File: config.mk
export PLATFORM = sky130hd
export DESIGN_NAME = sifa_fault_response
export DESIGN_NICKNAME = d
export VERILOG_FILES = /design/src/rtl/sifa_pkg.sv /design/src/rtl/sifa_valid_pipe.sv /design/src/rtl/sifa_fault_response.sv
export SDC_FILE = /design/constraint.sdc
export NUM_CORES = 1
export LEC_CHECK = 0
export CORE_AREA = 2 2 43 45
export CTS_CLUSTER_SIZE = 10
export DETAILED_ROUTE_END_ITERATION = 10
export DIE_AREA = 0 0 45 47
export DONT_BUFFER_PORTS = 1
export PLACE_DENSITY = 0.58
export SLEW_MARGIN = 20
export SYNTH_ARGS = -nofsm -noshare
export SYNTH_HDL_FRONTEND = slang
export SYNTH_SLANG_ARGS = --single-unit
File: constraint.sdc
create_clock -name clk -period 1.2 [get_ports clk]
set_clock_uncertainty 0.2 [all_clocks]
set_input_delay 0.06 -clock clk [delete_from_list [all_inputs] [get_ports clk]]
set_output_delay 0.06 -clock clk [all_outputs]
set_load 0.005 [all_outputs]
File: src/rtl/sifa_pkg.sv
// Shared types, default parameters and helpers for the SIFA fault-reaction harness.
package sifa_pkg;

    typedef enum logic [0:0] {
        RUN    = 1'b0,
        LOCKED = 1'b1
    } state_t;

    localparam int DEF_SHARES  = 2;
    localparam int DEF_LATENCY = 2;
    localparam int DEF_CNT_W   = 8;
    localparam int DEF_THRESH  = 4;

    // Widest flag vector all_equal accepts; unused upper bits must be padded with ones.
    localparam int MAX_SHARES  = 32;

    function automatic logic all_equal(input logic [MAX_SHARES-1:0] det);
        return &det;
    endfunction

endpackage

File: src/rtl/sifa_valid_pipe.sv
// LATENCY-deep 1-bit issue tracker; tail marks the cycle whose multiplier outputs belong to an issue.
module sifa_valid_pipe #(
    parameter int LATENCY = 2
) (
    input  logic clk,
    input  logic reset,
    input  logic din,
    output logic tail
);

    logic [LATENCY-1:0] shift_r;

    // Shift the issue marker one stage per cycle; reset drops everything in flight.
    always_ff @(posedge clk) begin
        if (reset) begin
            shift_r <= '0;
        end else begin
            shift_r[0] <= din;
            for (int i = 1; i < LATENCY; i++) begin
                shift_r[i] <= shift_r[i-1];
            end
        end
    end

    assign tail = shift_r[LATENCY-1];

endmodule

File: src/rtl/sifa_fault_response.sv
// Releases copy-0 result shares only when all duplicated-copy equality flags agree;
// counts detected faults and locks all output once the count reaches THRESH.
module sifa_fault_response
    import sifa_pkg::*;
#(
    parameter int SHARES  = DEF_SHARES,
    parameter int LATENCY = DEF_LATENCY,
    parameter int CNT_W   = DEF_CNT_W,
    parameter int THRESH  = DEF_THRESH
) (
    input  logic              clk,
    input  logic              reset,
    input  logic              port_issue,
    input  logic [SHARES-1:0] port_det_in,
    input  logic [SHARES-1:0] port_res_in,
    input  logic              port_clear,
    output logic              port_out_valid,
    output logic [SHARES-1:0] port_out,
    output logic              port_alarm,
    output logic              port_locked,
    output logic [CNT_W-1:0]  port_fault_cnt
);

    localparam logic [CNT_W-1:0] CNT_MAX  = '1;
    localparam logic [CNT_W-1:0] THRESH_C = CNT_W'(THRESH);

    state_t                  state_r;
    state_t                  state_nxt_s;
    logic                    slot_v_s;
    logic [MAX_SHARES-1:0]   det_pad_s;
    logic                    ok_s;
    logic                    fault_s;
    logic [CNT_W-1:0]        cnt_r;
    logic [CNT_W-1:0]        cnt_base_s;
    logic [CNT_W-1:0]        cnt_inc_s;
    logic [CNT_W-1:0]        cnt_nxt_s;
    logic                    alarm_r;
    logic                    alarm_base_s;
    logic                    alarm_nxt_s;
    logic                    out_valid_r;
    logic                    out_valid_nxt_s;
    logic [SHARES-1:0]       out_r;
    logic [SHARES-1:0]       out_nxt_s;

    sifa_valid_pipe #(
        .LATENCY (LATENCY)
    ) u_valid_pipe (
        .clk   (clk),
        .reset (reset),
        .din   (port_issue),
        .tail  (slot_v_s)
    );

    // Agreement check and fault detection; clear is applied before a same-cycle fault counts.
    always_comb begin
        det_pad_s                = '1;
        det_pad_s[SHARES-1:0]    = port_det_in;
        ok_s                     = all_equal(det_pad_s);
        fault_s                  = slot_v_s & ~ok_s;
        cnt_base_s               = port_clear ? '0 : cnt_r;
        alarm_base_s             = port_clear ? 1'b0 : alarm_r;
        if (cnt_base_s == CNT_MAX) begin
            cnt_inc_s = cnt_base_s;
        end else begin
            cnt_inc_s = cnt_base_s + CNT_W'(1);
        end
    end

    // Next-state logic: lock on the fault that brings the count to THRESH.
    always_comb begin
        state_nxt_s = state_r;
        case (state_r)
            RUN: begin
                if (fault_s && (cnt_inc_s >= THRESH_C)) begin
                    state_nxt_s = LOCKED;
                end else begin
                    state_nxt_s = RUN;
                end
            end
            LOCKED: begin
                if (port_clear) begin
                    state_nxt_s = RUN;
                end else begin
                    state_nxt_s = LOCKED;
                end
            end
            default: state_nxt_s = RUN;
        endcase
    end

    // Output decode: release or suppress the slot, based on the state at the sampling cycle.
    always_comb begin
        out_valid_nxt_s = 1'b0;
        out_nxt_s       = '0;
        cnt_nxt_s       = cnt_base_s;
        alarm_nxt_s     = alarm_base_s;
        case (state_r)
            RUN: begin
                if (slot_v_s && ok_s) begin
                    out_valid_nxt_s = 1'b1;
                    out_nxt_s       = port_res_in;
                end else if (fault_s) begin
                    cnt_nxt_s       = cnt_inc_s;
                    alarm_nxt_s     = 1'b1;
                end else begin
                    out_valid_nxt_s = 1'b0;
                end
            end
            LOCKED: begin
                out_valid_nxt_s = 1'b0;
                out_nxt_s       = '0;
            end
            default: begin
                out_valid_nxt_s = 1'b0;
                out_nxt_s       = '0;
            end
        endcase
    end

    // State, counter, alarm and output registers.
    always_ff @(posedge clk) begin
        if (reset) begin
            state_r     <= RUN;
            cnt_r       <= '0;
            alarm_r     <= 1'b0;
            out_valid_r <= 1'b0;
            out_r       <= '0;
        end else begin
            state_r     <= state_nxt_s;
            cnt_r       <= cnt_nxt_s;
            alarm_r     <= alarm_nxt_s;
            out_valid_r <= out_valid_nxt_s;
            out_r       <= out_nxt_s;
        end
    end

    assign port_out_valid = out_valid_r;
    assign port_out       = out_r;
    assign port_alarm     = alarm_r;
    assign port_locked    = (state_r == LOCKED);
    assign port_fault_cnt = cnt_r;

endmodule
==> results.rst <==
.. list-table::
   :header-rows: 1

   * - Metric
     - Value
   * - Status
     - finished with violations
   * - Violated checks
     - hold timing, setup timing
   * - Non-filler instance count after layout
     - 115
   * - Via count of the first global-routing pass
     - 603
   * - Pin count of the biggest net entering global routing
     - 13
   * - Number of antenna violations at the first check in global routing
     - 0
   * - Final critical-path setup slack
     - -0.116 ns
   * - Number of routed nets with antenna violations
     - 0
   * - Number of cells produced by synthesis
     - 72
   * - Crit. End Element
     - register
   * - Startpoint-to-endpoint class of the critical path
     - reg -> reg
   * - Worst path arrival time
     - 1.29 ns
   * - Sum of negative setup slack
     - -0.917 ns
   * - Shortest period the worst path allows
     - 1.32 ns
   * - Tightest Pin Transition
     - 0.477 ns
   * - Setup slack on the worst flop-to-flop path
     - -0.12 ns
   * - Worst hold path cell count
     - 3
   * - Worst hold slack
     - -0.0996 ns
   * - Worst hold-check path type
     - in -> reg
   * - Overflow after GRT
     - 0
   * - Number of cells traversed by the worst register-to-register path
     - 3
   * - Placeable core area
     - 1650 sq um
   * - Post-Syn Area per Cell
     - 9.71 sq um
   * - Post-synth EDFFs
     - 0
   * - Maximum single-stage delay on the critical path
     - 0.38 ns
   * - Number of sinks on the clock net
     - 15
   * - Maximum clock frequency
     - 760 MHz
   * - Worst rel slew slack
     - 68.1%
   * - Root buffer cell
     - clkbuf_4
   * - Number of buffers between clock root and the deepest sink
     - 2
   * - Maximum vdd ir drop
     - 918 uV
   * - Gpl congestion
     - 0.779
   * - Total CTS buffers
     - 3
   * - Primary flip-flop cell chosen by synthesis mapping
     - dfxtp_1
   * - Vias post-DR
     - 673
   * - Total DRC errors in the routed layout
     - 0
   * - Wl on met1
     - 863 microns
   * - Count of final hold-check violations
     - 8
   * - DR WL met2
     - 962 microns
   * - Proportion of synthesized chip area in sequential cells
     - 42.9%
   * - Number of vias per cell after detailed routing
     - 5.85
   * - Later-pin clock latency in the skew report
     - 0.29 ns
   * - Maximum net fanout on the critical path
     - 6
   * - Yosys cell types
     - 30
   * - Wirelength per Cell
     - 16.9 microns
   * - Register clock-pin slew on the reported worst setup and hold paths
     - 0.10 ns
   * - Design Power
     - 0.000882 W
   * - Worst path top cell family by delay
     - compound AO/OA/AOI/OAI gates
   * - Clock tree from TritonCTS
     - yes
   * - Number of buffers and inverters on the critical path
     - 0
   * - Placed instance count
     - 103
   * - Worst reg2reg startpoint
     - port_fault_cnt[5]$_SDFF_PP0_
   * - Starting density of the core
     - 42.3%
   * - Layout cells sized above 1
     - 59.2%
   * - Net count after synthesis
     - 80
   * - End of the worst hold path
     - port_alarm$_SDFF_PP0_
   * - Site row count
     - 15
   * - Endpoint of the most critical register-to-register path
     - port_fault_cnt[3]$_SDFF_PP0_
   * - Overall die area
     - 2120 sq um
   * - Pre-antenna DRT Iters
     - 4
   * - Vertical die dimension
     - 47 microns
   * - Final count of pins violating max slew
     - 0
   * - Area growth, synth to finish
     - 54.0%
   * - CP startpoint kind
     - register
   * - Most frequent standard cell in the layout excluding fill and tap cells
     - buf_4
   * - Global routing usage summed across all routing layers
     - 18.5%
   * - Unrepaired setup endpoints after global routing
     - yes
   * - Count of inserted antenna diode cells
     - 0
   * - Amount of wire on met3 after detailed routing
     - 88 microns
   * - Number of max-cap violations
     - 0
   * - Leakage power figure
     - 0.391 nW
   * - Worst slack at placement
     - -0.122 ns
   * - Commonest cells after routing, fill and taps aside
     - buf_4, dfxtp_2, dlygate4sd3_1, buf_6, dfxtp_1
   * - Cell area after synthesis
     - 699 sq um
   * - Asr flop ratio synth
     - 0%
   * - Design area
     - 1080 sq um
   * - H-tree levels
     - 1
   * - Hold Crit Start
     - port_clear
   * - Seq cells post-synth
     - 15
   * - Yosys warnings
     - 0
   * - Topmost layer with routed signal wires
     - met4
   * - Final nets
     - 107
   * - Count of port buffers added during placement
     - 0
   * - Sum of net half-perimeters after detailed placement
     - 1.25 mm
   * - Placed cell area
     - 885 sq um
   * - Global-route wire length before repair
     - 2.75 mm
   * - Cell with the largest stage delay on the worst path
     - dfxtp_4
   * - Iter 0 DRT Violations
     - 18
   * - Die W
     - 45 microns
   * - Final setup violation count
     - 13
   * - Total routed wirelength
     - 1.95 mm
   * - # IOs
     - 21
   * - PwrDens
     - 819 nW/um^2
   * - Final clock period utilization by the worst path
     - 110%
   * - Number of fill cells
     - 122
   * - Series of cell instances along the critical path
     - and4b_4, a2111oi_4, a211oi_1
   * - Required time reported for the critical path endpoint
     - 1.17 ns
## per-layer routing
| metal | track usage, % | vias up |
|---|---|---|
| met5 | 0 | - |
| met4 | 9.41 | 0 |
| met3 | 4.62 | 5 |
| met2 | 30.3 | 22 |
| met1 | 22.6 | 314 |
| li1 | - | 332 |
## kinds of logic (layout without fill, tap and decap cells)
group	count (synthesis)	after routing	share of synthesized area [%]
flip-flops	15	15	42.9
buffers and inverters	5	31	3.58
AO/OA/AOI/OAI	20	20	24.0
AND/OR/NAND/NOR	32	32	29.5
## flip-flops by register name (all words and copies together) (netlist names)
name	count
port_alarm	1
port_out	2
port_out_valid	1
port_locked	1
u_valid_pipe.shift_r	2
port_fault_cnt	8
## power by group
group / switching, W / internal (W) / total (W)
sequential: 0.00000390 / 0.000495 / 0.000499
combinational: 0.0000372 / 0.0000342 / 0.0000714
clock: 0.000185 / 0.000127 / 0.000312
total: 0.000226 / 0.000656 / 0.000882
## synthesized netlist by cell type (2+ instances only)
master	instances	share of area, %
and4_1	3	3.8
nand3_1	2	1.4
a21oi_1	2	1.4
and2_1	6	5.4
nor2_1	3	1.6
a211oi_2	2	3.6
a41oi_1	4	5.0
and3_1	2	1.8
dfxtp_1	15	43
nand2_1	4	2.1
a211oi_1	4	4.3
a31oi_1	3	2.7
buf_2	2	1.4
a311oi_1	2	2.5
nor2b_1	3	2.7
## tightest hold or removal path: stages
cell,delay [ns]
and2b_4,0.16
a21oi_2,0.09
nor2_1,0.05
## stage by stage
| step | utilization (%) | hold slack (ns) |
|---|---|---|
| floorplan | - | -0.0747 |
| global placement | 53.6 | -0.0671 |
| detailed placement | 53.6 | -0.0684 |
| CTS | 60.9 | -0.391 |
| global route | 65.2 | -0.0807 |
| finish | 65.2 | -0.0996 |
## area by class of cell
type | instances | area, sq um | area share, %
multi-input combinational | 52 | 475 | 44.1
sequential | 15 | 323 | 30.0
timing repair buffer | 26 | 224 | 20.8
clock buffer | 3 | 22.5 | 2.09
tap | 17 | 21.3 | 1.97
clock inverter | 1 | 7.51 | 0.697
inverter | 1 | 3.75 | 0.348
## worst max-delay path by stage
stage	startpoint	to	slack [ns]	cells after the start
floorplan	port_fault_cnt[7]$_SDFF_PP0_	port_fault_cnt[3]$_SDFF_PP0_	-0.05	3
global placement	port_locked$_SDFF_PP0_	port_fault_cnt[4]$_SDFF_PP0_	-0.11	3
detailed placement	port_locked$_SDFF_PP0_	port_fault_cnt[1]$_SDFF_PP0_	-0.12	3
CTS	port_fault_cnt[5]$_SDFF_PP0_	port_fault_cnt[3]$_SDFF_PP0_	-0.1	3
global route	u_valid_pipe.shift_r[1]$_SDFF_PP0_	port_fault_cnt[3]$_SDFF_PP0_	-0.19	4
finish	port_fault_cnt[5]$_SDFF_PP0_	port_fault_cnt[3]$_SDFF_PP0_	-0.12	3
## what timing repair did
action | CTS | global route
gates cloned | 0 | 1
pin swaps | 2 | 6
hold buffers | 4 | 1
setup endpoints to repair | 12 | 13
gates resized for setup | 12 | 14
endpoints found under the hold margin | 15 | 12
setup buffers | 1 | 1
(Power assumes the default switching activity.)
